**src/rtl/mem_arbiter_if.sv**
```systemverilog
// Memory port bundle: read request/reply and write request/reply channels.
interface Mem_ift #(
    parameter int unsigned ADDR_WIDTH = 64,
    parameter int unsigned DATA_WIDTH = 64,
    parameter int unsigned MASK_WIDTH = 8
);
    logic                  r_request_valid;
    logic                  r_request_ready;
    logic [ADDR_WIDTH-1:0] r_request_raddr;
    logic                  r_reply_valid;
    logic                  r_reply_ready;
    logic [DATA_WIDTH-1:0] r_reply_rdata;
    logic                  w_request_valid;
    logic                  w_request_ready;
    logic [ADDR_WIDTH-1:0] w_request_waddr;
    logic [DATA_WIDTH-1:0] w_request_wdata;
    logic [MASK_WIDTH-1:0] w_request_wmask;
    logic                  w_reply_valid;
    logic                  w_reply_ready;

    modport Master (
        output r_request_valid, r_request_raddr, r_reply_ready,
        output w_request_valid, w_request_waddr, w_request_wdata, w_request_wmask, w_reply_ready,
        input  r_request_ready, r_reply_valid, r_reply_rdata,
        input  w_request_ready, w_reply_valid
    );

    modport Slave (
        input  r_request_valid, r_request_raddr, r_reply_ready,
        input  w_request_valid, w_request_waddr, w_request_wdata, w_request_wmask, w_reply_ready,
        output r_request_ready, r_reply_valid, r_reply_rdata,
        output w_request_ready, w_reply_valid
    );
endinterface

```
**src/rtl/mem_arbiter.sv**
```systemverilog
// Arbitrates the instruction-fetch and load/store ports onto one memory port,
// one transaction outstanding at a time (dmem write > dmem read > imem read).
module mem_arbiter #(
    parameter int unsigned ADDR_WIDTH = 64,
    parameter int unsigned DATA_WIDTH = 64,
    parameter int unsigned MASK_WIDTH = 8
) (
    input  logic   clk,
    input  logic   rst,
    Mem_ift.Slave  imem_ift,
    Mem_ift.Slave  dmem_ift,
    Mem_ift.Master mem_ift
);
    localparam logic [1:0] IDLE = 2'd0;
    localparam logic [1:0] REQ  = 2'd1;
    localparam logic [1:0] RESP = 2'd2;

    localparam logic SRC_IMEM = 1'b0;
    localparam logic SRC_DMEM = 1'b1;
    localparam logic KIND_RD  = 1'b0;
    localparam logic KIND_WR  = 1'b1;

    logic [1:0]            state_q, state_d;
    logic                  src_q, src_d;
    logic                  kind_q, kind_d;
    logic [ADDR_WIDTH-1:0] addr_q, addr_d;
    logic [DATA_WIDTH-1:0] wdata_q, wdata_d;
    logic [MASK_WIDTH-1:0] wmask_q, wmask_d;

    // State and latched request registers; reset drops any transaction.
    always_ff @(posedge clk or negedge rst) begin
        if (!rst) begin
            state_q <= IDLE;
            src_q   <= 1'b0;
            kind_q  <= 1'b0;
            addr_q  <= '0;
            wdata_q <= '0;
            wmask_q <= '0;
        end else begin
            state_q <= state_d;
            src_q   <= src_d;
            kind_q  <= kind_d;
            addr_q  <= addr_d;
            wdata_q <= wdata_d;
            wmask_q <= wmask_d;
        end
    end

    // Next state, request latching and handshake steering; everything idles low in reset.
    always_comb begin
        state_d = state_q;
        src_d   = src_q;
        kind_d  = kind_q;
        addr_d  = addr_q;
        wdata_d = wdata_q;
        wmask_d = wmask_q;

        imem_ift.r_request_ready = 1'b0;
        imem_ift.w_request_ready = 1'b0;
        imem_ift.r_reply_valid   = 1'b0;
        imem_ift.r_reply_rdata   = '0;
        imem_ift.w_reply_valid   = 1'b0;
        dmem_ift.r_request_ready = 1'b0;
        dmem_ift.w_request_ready = 1'b0;
        dmem_ift.r_reply_valid   = 1'b0;
        dmem_ift.r_reply_rdata   = '0;
        dmem_ift.w_reply_valid   = 1'b0;

        mem_ift.r_request_valid  = 1'b0;
        mem_ift.r_request_raddr  = addr_q;
        mem_ift.w_request_valid  = 1'b0;
        mem_ift.w_request_waddr  = addr_q;
        mem_ift.w_request_wdata  = wdata_q;
        mem_ift.w_request_wmask  = wmask_q;
        mem_ift.r_reply_ready    = 1'b0;
        mem_ift.w_reply_ready    = 1'b0;

        if (rst) begin
            case (state_q)
                IDLE: begin
                    if (dmem_ift.w_request_valid) begin
                        dmem_ift.w_request_ready = 1'b1;
                        src_d   = SRC_DMEM;
                        kind_d  = KIND_WR;
                        addr_d  = dmem_ift.w_request_waddr;
                        wdata_d = dmem_ift.w_request_wdata;
                        wmask_d = dmem_ift.w_request_wmask;
                        state_d = REQ;
                    end else if (dmem_ift.r_request_valid) begin
                        dmem_ift.r_request_ready = 1'b1;
                        src_d   = SRC_DMEM;
                        kind_d  = KIND_RD;
                        addr_d  = dmem_ift.r_request_raddr;
                        wdata_d = '0;
                        wmask_d = '0;
                        state_d = REQ;
                    end else if (imem_ift.r_request_valid) begin
                        imem_ift.r_request_ready = 1'b1;
                        src_d   = SRC_IMEM;
                        kind_d  = KIND_RD;
                        addr_d  = imem_ift.r_request_raddr;
                        wdata_d = '0;
                        wmask_d = '0;
                        state_d = REQ;
                    end
                end
                REQ: begin
                    mem_ift.r_request_valid = (kind_q == KIND_RD);
                    mem_ift.w_request_valid = (kind_q == KIND_WR);
                    if ((kind_q == KIND_RD && mem_ift.r_request_ready) ||
                        (kind_q == KIND_WR && mem_ift.w_request_ready)) begin
                        state_d = RESP;
                    end
                end
                RESP: begin
                    if (kind_q == KIND_WR) begin
                        dmem_ift.w_reply_valid = mem_ift.w_reply_valid;
                        mem_ift.w_reply_ready  = dmem_ift.w_reply_ready;
                        if (mem_ift.w_reply_valid && dmem_ift.w_reply_ready) begin
                            state_d = IDLE;
                        end
                    end else if (src_q == SRC_DMEM) begin
                        dmem_ift.r_reply_valid = mem_ift.r_reply_valid;
                        dmem_ift.r_reply_rdata = mem_ift.r_reply_rdata;
                        mem_ift.r_reply_ready  = dmem_ift.r_reply_ready;
                        if (mem_ift.r_reply_valid && dmem_ift.r_reply_ready) begin
                            state_d = IDLE;
                        end
                    end else begin
                        imem_ift.r_reply_valid = mem_ift.r_reply_valid;
                        imem_ift.r_reply_rdata = mem_ift.r_reply_rdata;
                        mem_ift.r_reply_ready  = imem_ift.r_reply_ready;
                        if (mem_ift.r_reply_valid && imem_ift.r_reply_ready) begin
                            state_d = IDLE;
                        end
                    end
                end
                default: state_d = IDLE;
            endcase
        end
    end
endmodule

```
**src/flat_wrapper.sv**
```systemverilog
// flat-port wrapper written by rule: the top's interface ports become plain ports
module mem_arbiter_flat 
#(
    parameter int unsigned ADDR_WIDTH = 64,
    parameter int unsigned DATA_WIDTH = 64,
    parameter int unsigned MASK_WIDTH = 8
)
  (clk, rst, imem_ift_r_request_valid, imem_ift_r_request_raddr, imem_ift_r_reply_ready, imem_ift_w_request_valid, imem_ift_w_request_waddr, imem_ift_w_request_wdata, imem_ift_w_request_wmask, imem_ift_w_reply_ready, imem_ift_r_request_ready, imem_ift_r_reply_valid, imem_ift_r_reply_rdata, imem_ift_w_request_ready, imem_ift_w_reply_valid, dmem_ift_r_request_valid, dmem_ift_r_request_raddr, dmem_ift_r_reply_ready, dmem_ift_w_request_valid, dmem_ift_w_request_waddr, dmem_ift_w_request_wdata, dmem_ift_w_request_wmask, dmem_ift_w_reply_ready, dmem_ift_r_request_ready, dmem_ift_r_reply_valid, dmem_ift_r_reply_rdata, dmem_ift_w_request_ready, dmem_ift_w_reply_valid, mem_ift_r_request_valid, mem_ift_r_request_raddr, mem_ift_r_reply_ready, mem_ift_w_request_valid, mem_ift_w_request_waddr, mem_ift_w_request_wdata, mem_ift_w_request_wmask, mem_ift_w_reply_ready, mem_ift_r_request_ready, mem_ift_r_reply_valid, mem_ift_r_reply_rdata, mem_ift_w_request_ready, mem_ift_w_reply_valid);
  Mem_ift #(.ADDR_WIDTH(ADDR_WIDTH), .DATA_WIDTH(DATA_WIDTH), .MASK_WIDTH(MASK_WIDTH)) imem_ift_i ();
  Mem_ift #(.ADDR_WIDTH(ADDR_WIDTH), .DATA_WIDTH(DATA_WIDTH), .MASK_WIDTH(MASK_WIDTH)) dmem_ift_i ();
  Mem_ift #(.ADDR_WIDTH(ADDR_WIDTH), .DATA_WIDTH(DATA_WIDTH), .MASK_WIDTH(MASK_WIDTH)) mem_ift_i ();
  input  logic clk;
  input  logic rst;
  input wire logic [$bits(imem_ift_i.r_request_valid)-1:0] imem_ift_r_request_valid;
  input wire logic [$bits(imem_ift_i.r_request_raddr)-1:0] imem_ift_r_request_raddr;
  input wire logic [$bits(imem_ift_i.r_reply_ready)-1:0] imem_ift_r_reply_ready;
  input wire logic [$bits(imem_ift_i.w_request_valid)-1:0] imem_ift_w_request_valid;
  input wire logic [$bits(imem_ift_i.w_request_waddr)-1:0] imem_ift_w_request_waddr;
  input wire logic [$bits(imem_ift_i.w_request_wdata)-1:0] imem_ift_w_request_wdata;
  input wire logic [$bits(imem_ift_i.w_request_wmask)-1:0] imem_ift_w_request_wmask;
  input wire logic [$bits(imem_ift_i.w_reply_ready)-1:0] imem_ift_w_reply_ready;
  output wire logic [$bits(imem_ift_i.r_request_ready)-1:0] imem_ift_r_request_ready;
  output wire logic [$bits(imem_ift_i.r_reply_valid)-1:0] imem_ift_r_reply_valid;
  output wire logic [$bits(imem_ift_i.r_reply_rdata)-1:0] imem_ift_r_reply_rdata;
  output wire logic [$bits(imem_ift_i.w_request_ready)-1:0] imem_ift_w_request_ready;
  output wire logic [$bits(imem_ift_i.w_reply_valid)-1:0] imem_ift_w_reply_valid;
  input wire logic [$bits(dmem_ift_i.r_request_valid)-1:0] dmem_ift_r_request_valid;
  input wire logic [$bits(dmem_ift_i.r_request_raddr)-1:0] dmem_ift_r_request_raddr;
  input wire logic [$bits(dmem_ift_i.r_reply_ready)-1:0] dmem_ift_r_reply_ready;
  input wire logic [$bits(dmem_ift_i.w_request_valid)-1:0] dmem_ift_w_request_valid;
  input wire logic [$bits(dmem_ift_i.w_request_waddr)-1:0] dmem_ift_w_request_waddr;
  input wire logic [$bits(dmem_ift_i.w_request_wdata)-1:0] dmem_ift_w_request_wdata;
  input wire logic [$bits(dmem_ift_i.w_request_wmask)-1:0] dmem_ift_w_request_wmask;
  input wire logic [$bits(dmem_ift_i.w_reply_ready)-1:0] dmem_ift_w_reply_ready;
  output wire logic [$bits(dmem_ift_i.r_request_ready)-1:0] dmem_ift_r_request_ready;
  output wire logic [$bits(dmem_ift_i.r_reply_valid)-1:0] dmem_ift_r_reply_valid;
  output wire logic [$bits(dmem_ift_i.r_reply_rdata)-1:0] dmem_ift_r_reply_rdata;
  output wire logic [$bits(dmem_ift_i.w_request_ready)-1:0] dmem_ift_w_request_ready;
  output wire logic [$bits(dmem_ift_i.w_reply_valid)-1:0] dmem_ift_w_reply_valid;
  output wire logic [$bits(mem_ift_i.r_request_valid)-1:0] mem_ift_r_request_valid;
  output wire logic [$bits(mem_ift_i.r_request_raddr)-1:0] mem_ift_r_request_raddr;
  output wire logic [$bits(mem_ift_i.r_reply_ready)-1:0] mem_ift_r_reply_ready;
  output wire logic [$bits(mem_ift_i.w_request_valid)-1:0] mem_ift_w_request_valid;
  output wire logic [$bits(mem_ift_i.w_request_waddr)-1:0] mem_ift_w_request_waddr;
  output wire logic [$bits(mem_ift_i.w_request_wdata)-1:0] mem_ift_w_request_wdata;
  output wire logic [$bits(mem_ift_i.w_request_wmask)-1:0] mem_ift_w_request_wmask;
  output wire logic [$bits(mem_ift_i.w_reply_ready)-1:0] mem_ift_w_reply_ready;
  input wire logic [$bits(mem_ift_i.r_request_ready)-1:0] mem_ift_r_request_ready;
  input wire logic [$bits(mem_ift_i.r_reply_valid)-1:0] mem_ift_r_reply_valid;
  input wire logic [$bits(mem_ift_i.r_reply_rdata)-1:0] mem_ift_r_reply_rdata;
  input wire logic [$bits(mem_ift_i.w_request_ready)-1:0] mem_ift_w_request_ready;
  input wire logic [$bits(mem_ift_i.w_reply_valid)-1:0] mem_ift_w_reply_valid;
  assign imem_ift_i.r_request_valid = imem_ift_r_request_valid;
  assign imem_ift_i.r_request_raddr = imem_ift_r_request_raddr;
  assign imem_ift_i.r_reply_ready = imem_ift_r_reply_ready;
  assign imem_ift_i.w_request_valid = imem_ift_w_request_valid;
  assign imem_ift_i.w_request_waddr = imem_ift_w_request_waddr;
  assign imem_ift_i.w_request_wdata = imem_ift_w_request_wdata;
  assign imem_ift_i.w_request_wmask = imem_ift_w_request_wmask;
  assign imem_ift_i.w_reply_ready = imem_ift_w_reply_ready;
  assign imem_ift_r_request_ready = imem_ift_i.r_request_ready;
  assign imem_ift_r_reply_valid = imem_ift_i.r_reply_valid;
  assign imem_ift_r_reply_rdata = imem_ift_i.r_reply_rdata;
  assign imem_ift_w_request_ready = imem_ift_i.w_request_ready;
  assign imem_ift_w_reply_valid = imem_ift_i.w_reply_valid;
  assign dmem_ift_i.r_request_valid = dmem_ift_r_request_valid;
  assign dmem_ift_i.r_request_raddr = dmem_ift_r_request_raddr;
  assign dmem_ift_i.r_reply_ready = dmem_ift_r_reply_ready;
  assign dmem_ift_i.w_request_valid = dmem_ift_w_request_valid;
  assign dmem_ift_i.w_request_waddr = dmem_ift_w_request_waddr;
  assign dmem_ift_i.w_request_wdata = dmem_ift_w_request_wdata;
  assign dmem_ift_i.w_request_wmask = dmem_ift_w_request_wmask;
  assign dmem_ift_i.w_reply_ready = dmem_ift_w_reply_ready;
  assign dmem_ift_r_request_ready = dmem_ift_i.r_request_ready;
  assign dmem_ift_r_reply_valid = dmem_ift_i.r_reply_valid;
  assign dmem_ift_r_reply_rdata = dmem_ift_i.r_reply_rdata;
  assign dmem_ift_w_request_ready = dmem_ift_i.w_request_ready;
  assign dmem_ift_w_reply_valid = dmem_ift_i.w_reply_valid;
  assign mem_ift_r_request_valid = mem_ift_i.r_request_valid;
  assign mem_ift_r_request_raddr = mem_ift_i.r_request_raddr;
  assign mem_ift_r_reply_ready = mem_ift_i.r_reply_ready;
  assign mem_ift_w_request_valid = mem_ift_i.w_request_valid;
  assign mem_ift_w_request_waddr = mem_ift_i.w_request_waddr;
  assign mem_ift_w_request_wdata = mem_ift_i.w_request_wdata;
  assign mem_ift_w_request_wmask = mem_ift_i.w_request_wmask;
  assign mem_ift_w_reply_ready = mem_ift_i.w_reply_ready;
  assign mem_ift_i.r_request_ready = mem_ift_r_request_ready;
  assign mem_ift_i.r_reply_valid = mem_ift_r_reply_valid;
  assign mem_ift_i.r_reply_rdata = mem_ift_r_reply_rdata;
  assign mem_ift_i.w_request_ready = mem_ift_w_request_ready;
  assign mem_ift_i.w_reply_valid = mem_ift_w_reply_valid;
  mem_arbiter #(.ADDR_WIDTH(ADDR_WIDTH), .DATA_WIDTH(DATA_WIDTH), .MASK_WIDTH(MASK_WIDTH)) u_core (.clk(clk), .rst(rst), .imem_ift(imem_ift_i), .dmem_ift(dmem_ift_i), .mem_ift(mem_ift_i));
endmodule
```
**config.mk**
```make
export PLATFORM = sky130hd
export DESIGN_NAME = mem_arbiter_flat
export DESIGN_NICKNAME = d
export VERILOG_FILES = /design/src/rtl/mem_arbiter_if.sv /design/src/rtl/mem_arbiter.sv /design/src/flat_wrapper.sv
export SDC_FILE = /design/constraint.sdc
export NUM_CORES = 1
export LEC_CHECK = 0
export CAP_MARGIN = 30
export CORE_AREA = 8 8 312 314
export DETAILED_ROUTE_END_ITERATION = 12
export DIE_AREA = 0 0 320 322
export SETUP_SLACK_MARGIN = 0.2
export SYNTH_ARGS = -nofsm -noshare
export SYNTH_HDL_FRONTEND = slang
export SYNTH_SLANG_ARGS = --single-unit
```
**constraint.sdc**
```tcl
create_clock -name clk -period 1.5 [get_ports clk]
set_input_delay 0.15 -clock clk [delete_from_list [all_inputs] [get_ports clk]]
set_output_delay 0.15 -clock clk [all_outputs]
set_load 0.01 [all_outputs]
```
# [Word level (Yosys, flattened, before mapping)]
# Cells that the tools add are included.
[totals] inputBits=478 wordCells=90 ff_bits=140 out_inout_bits=340
[classes] n_reduce_logical=10 bitwise=1 eq_ne=7 muxes=66
[op_table] cell="2-to-1 mux 64 bit" n=14
[op_table] cell="2-to-1 mux 1 bit" n=39
[op_table] cell="2-to-1 mux 8 bit" n=3
[op_table] cell="2-to-1 mux 2 bit" n=9
[op_table] cell="inequality test 4 bit, second input constant" n=2
[op_table] cell="case mux 2 bit (3 select lines)" n=1
[op_table] cell="AND reduction 6 bit" n=1
[op_table] cell="logical AND 1 bit" n=5
[op_table] cell="inequality test 4 x 1 -> 1 bit, second input constant" n=1
[op_table] cell="inequality test 3 bit, second input constant" n=1
[op_table] cell="AND reduction 3 bit" n=1
[op_table] cell="nonzero test 3 bit" n=1
[op_table] cell="== test 2 x 1 -> 1 bit, second input constant" n=1
[op_table] cell="== test 2 bit, second input constant" n=1
[op_table] cell="zero test 2 bit" n=1
[op_table] cell="inequality test 2 x 1 -> 1 bit, second input constant" n=1
[op_table] cell="logical OR 1 bit" n=1
[op_table] cell="inverter 1 bit" n=1

# [Depth between registers and ports, before layout]
# Gate-level depths: netlist (run 1).
[depth] word_depth=5 mapped_depth=6 ltp_nobuf=3

# [Least setup slack after synthesis (run 1)]
# No wires, ideal clock.
[synth_path] path_type="register to output" from="reg u_core.state_q[0]" to="out dmem_ift_r_reply_rdata[0]" required_ps=1350 slack_ps=-145 path_stages_with_launch=6 arrival_time_ps=1495 cell_sequence="dfrtp_1 nand3b_2 nor3b_1 clkbuf_2 clkbuf_1 and2_1"
[synth_via] elab_chain_cells=3
[synth_lines] element="from (decl)" line_no="mem_arbiter.sv:23" source="logic [1:0] state_q, state_d;"
[synth_lines] element="from (signal assigned)" line_no="mem_arbiter.sv:40" source="state_q <= state_d;"
[synth_lines] element="== test 2 bit" line_no="mem_arbiter.sv:79" source="case (state_q)"
[synth_lines] element="2-to-1 mux 64 bit" line_no="mem_arbiter.sv:79"
[synth_lines] element="2-to-1 mux 64 bit" line_no="mem_arbiter.sv:78" source="if (rst) begin"
[synth_lines] element="to (decl)" line_no="flat_wrapper.sv:37" source="output wire logic [$bits(dmem_ift_i.r_reply_rdata)-1:0] dmem_ift_r_reply_rdata;"
# No other way between the ends.

# [Worst setup path in the final report (run 1)]
[layout_path] from="reg u_core.state_q[0]" to="out imem_ift_r_reply_rdata[18]"
[layout_via] elab_chain_cells=3
[layout_lines] element="== test 2 bit" line_no="mem_arbiter.sv:79"
[layout_lines] element="2-to-1 mux 64 bit" line_no="mem_arbiter.sv:79"
[layout_lines] element="2-to-1 mux 64 bit" line_no="mem_arbiter.sv:78"
[layout_lines] element="to (decl)" line_no="flat_wrapper.sv:24" source="output wire logic [$bits(imem_ift_i.r_reply_rdata)-1:0] imem_ift_r_reply_rdata;"
# No other way between the ends.

==> results of run 1 <==
-- metrics by stage --
stage / hold slack, ns / utilization
2_1_floorplan: -0.146 / -
3_3_place_gp: 0.142 / 0.180
3_5_place_dp: 0.137 / 0.180
4_1_cts: 0.190 / 0.188
5_1_grt: 0.240 / 0.200
6_report: 0.280 / 0.200
-- path summary, 6_finish.rpt --
| kind | startpoint | to | slack, ns | depth (start not counted) |
|---|---|---|---|---|
| setup / recovery | u_core.state_q[0] | imem_ift_r_reply_rdata[18] | -0.74 | 8 |
| hold / removal | rst | u_core.state_q[1] | 0.28 | 4 |
| setup reg to reg | u_core.state_q[0] | u_core.mem_ift.r_request_raddr[56] | -0.51 | 8 |
| hold reg to reg | u_core.mem_ift.w_request_wdata[18] | u_core.mem_ift.w_request_wdata[18] | 0.50 | 1 |
| max in group asynchronous | rst | u_core.mem_ift.w_request_wdata[27] | -0.09 | 5 |
| min in group clk | dmem_ift_w_request_wdata[18] | u_core.mem_ift.w_request_wdata[18] | 0.28 | 2 |
-- sequential cells by signal, indices dropped and copies added, names as in the netlist --
| register | cells |
|---|---|
| u_core.state_q | 2 |
| u_core.mem_ift.w_request_wdata | 64 |
| u_core.mem_ift.w_request_wmask | 8 |
| u_core.src_q | 1 |
| u_core.mem_ift.r_request_raddr | 64 |
| u_core.kind_q | 1 |
-- cells by family (layout without fill, tap and decap cells) --
family	Yosys count	in the layout	share of synthesized area
AO/OA/AOI/OAI	144	144	0.125
AND/OR/NAND/NOR	214	214	0.147
flip-flops	140	140	0.437
multiplexers	130	130	0.191
buffers and inverters	127	844	0.0995
other	1	10	0.000467
-- worst max-delay path, stage by stage, from the launching register on --
cell	delay, ns
dfrtp_1	0.39
nand3b_4	0.18
buf_4	0.15
nor3_4	0.21
buf_6	0.14
buf_8	0.14
clkbuf_16	0.18
and2_4	0.14
buf_6	0.09
-- area by class of cell --
cell class | count | area share
Antenna cell | 8 | 0.00108
Multi-Input combinational cell | 490 | 0.225
Sequential cell | 140 | 0.190
Clock buffer | 18 | 0.0237
Inverter | 3 | 0.000609
Clock inverter | 14 | 0.00798
Timing Repair Buffer | 809 | 0.470
Tap cell | 1197 | 0.0810
-- synthesized netlist by cell type, types with 2 or more instances --
library cell | n | area, um2
buf_2 | 25 | 125
nor2b_1 | 2 | 12.5
inv_1 | 3 | 11.3
mux2_2 | 19 | 214
nor2_1 | 4 | 15.0
mux2i_1 | 65 | 651
clkbuf_1 | 26 | 97.6
a22o_1 | 73 | 639
o21ai_0 | 66 | 330
buf_6 | 5 | 56.3
buf_4 | 67 | 503
mux2_4 | 40 | 601
mux2_1 | 6 | 67.6
nand2_1 | 68 | 255
and2_1 | 130 | 813
dfrtp_1 | 140 | 3500
-- what timing repair did --
action	in CTS	in global routing
endpoints found under the setup margin	478	572
buffers inserted	2	29
cloned	1	24
endpoints found under the hold margin	50	0
pin swaps	1	11
resized for setup	139	577
hold buffers	2	0
-- metal layers --
layer / share of wire / GRT usage / wire (um)
met5: 0.0014 / 0 / 88
met1: 0.41 / 0.122 / 25200
met3: 0.077 / 0.0436 / 4800
met4: 0.034 / 0.0258 / 2090
met2: 0.48 / 0.180 / 29800
-- report_power, final --
group	switching, mW	internal (mW)	total (mW)	leakage, nW
logic	5.85	9.42	15.3	5.98
clock network	2.08	2.39	4.47	0.280
registers	1.77	5.56	7.33	1.74
==> flow_metrics.tcl, run 1 <==
set metrics [dict create \
    design_area_um2 18500 \
    cp.required_ns 1.35 \
    worst_pin_slew_ns 0.658 \
    cts_tree "done" \
    stdcell_count 2679 \
    setup_viol 486 \
    grt_usage 0.105 \
    skew_ns 0.0148 \
    synth-seq-area-share 0.437 \
    dr.first_iter.drc_count 456 \
    cts_sinks 140 \
    syn_inst 756 \
    hold_viol_final 0 \
    io_buffers 677 \
    slew_violations 0 \
    drive_gt1_frac 0.363 \
    outcome "finished, violations left" \
    num_rows 112 \
    synth_top_flop_cell "dfrtp_1" \
    post-place-ws_ns -0.470 \
    route.final.wire_length_mm 62.0 \
    die_h_um 322 \
    die_w_um 320 \
    p_per_area_nw_per_um2 1460 \
    violations "negative setup slack" \
    cp-end-kind "primary output" \
    hpwl_mm 48.6 \
    drcViolationCount 0 \
    clkSlewWorstSetupHoldPaths_ns 0.07 \
    dr.pass1.iters 5 \
    max-vdd-ir-drop_mv 0.753 \
    arrival_ns 2.09 \
    start_util 0.0868 \
    dp.cells 2581 \
    numCtsBuffers 17 \
    seqCellArea_um2 3520 \
    place.gp.congestion 0.786 \
    postPlaceCellArea_um2 16700 \
    worst_setup_path_start_kind "register" \
    top_level_ports 818 \
    antenna_found_initial 31 \
    clockRootBuffer "clkbuf_16" \
    synth-seq-cells 140 \
    final_cell_mix "522 x clkdlybuf4s50_1, 155 x buf_6, 130 x dfrtp_1, 129 x and2_4, 73 x a22o_1" \
    clockBufferDepth 2 \
    areaGrowthSynthToFinish_pct 131 \
    ant_nets 0 \
    fin_nets 1939 \
    critPathKind "register to primary output" \
    synth-edff-count 0 \
    layout_commonest_cell "clkdlybuf4s50_1" \
    vias 8743 \
    setup_ws_ns -0.742 \
    grt_first_pass_wirelength_mm 75.3 \
    finalSetupTns_ns -162.90 \
    max_cap_viol_count 0 \
    ys_types 33 \
    grt_max_degree 110 \
    fillers 10100 \
    htreeDepth 4 \
    period_needed_ns 2.24 \
    core_um2 92500 \
    slew_headroom 0.561 \
    hold_class "input port to async pin" \
    wl_per_cell_um 23.1 \
    async_flop_share 1.00 \
    clock_latency_ns 0.47 \
    leakage_nw 8.00 \
    max_freq_mhz 446 \
    dieArea_um2 103000 \
    yosysWarnings 0 \
    grt_pass1_vias 9192 \
    synth_area_um2 8020 \
    avgSynthCellArea_um2 10.6 \
    viasPerCell 3.26 \
    p_total_mw 27.1 \
    fin_crit_sh 1.49 \
    multi_input_area_um2 4160 \
    cp_max_fo 8 \
    grt_setup_unrepaired "true" \
    overflow 0 \
]
No activity file was read; power rests on OpenSTA's default activity.
==> run 2, diff against run 1 <==
--- a/config.mk
+++ b/config.mk
@@ -5,8 +5,8 @@
 export SDC_FILE = /design/constraint.sdc
 export NUM_CORES = 1
 export LEC_CHECK = 0
-export CAP_MARGIN = 30
 export CORE_AREA = 8 8 312 314
+export CTS_CLUSTER_SIZE = 8
 export DETAILED_ROUTE_END_ITERATION = 12
 export DIE_AREA = 0 0 320 322
 export SETUP_SLACK_MARGIN = 0.2
==> results of run 2 <==
Final layout, timing and power as in run 1 (identical DEF).
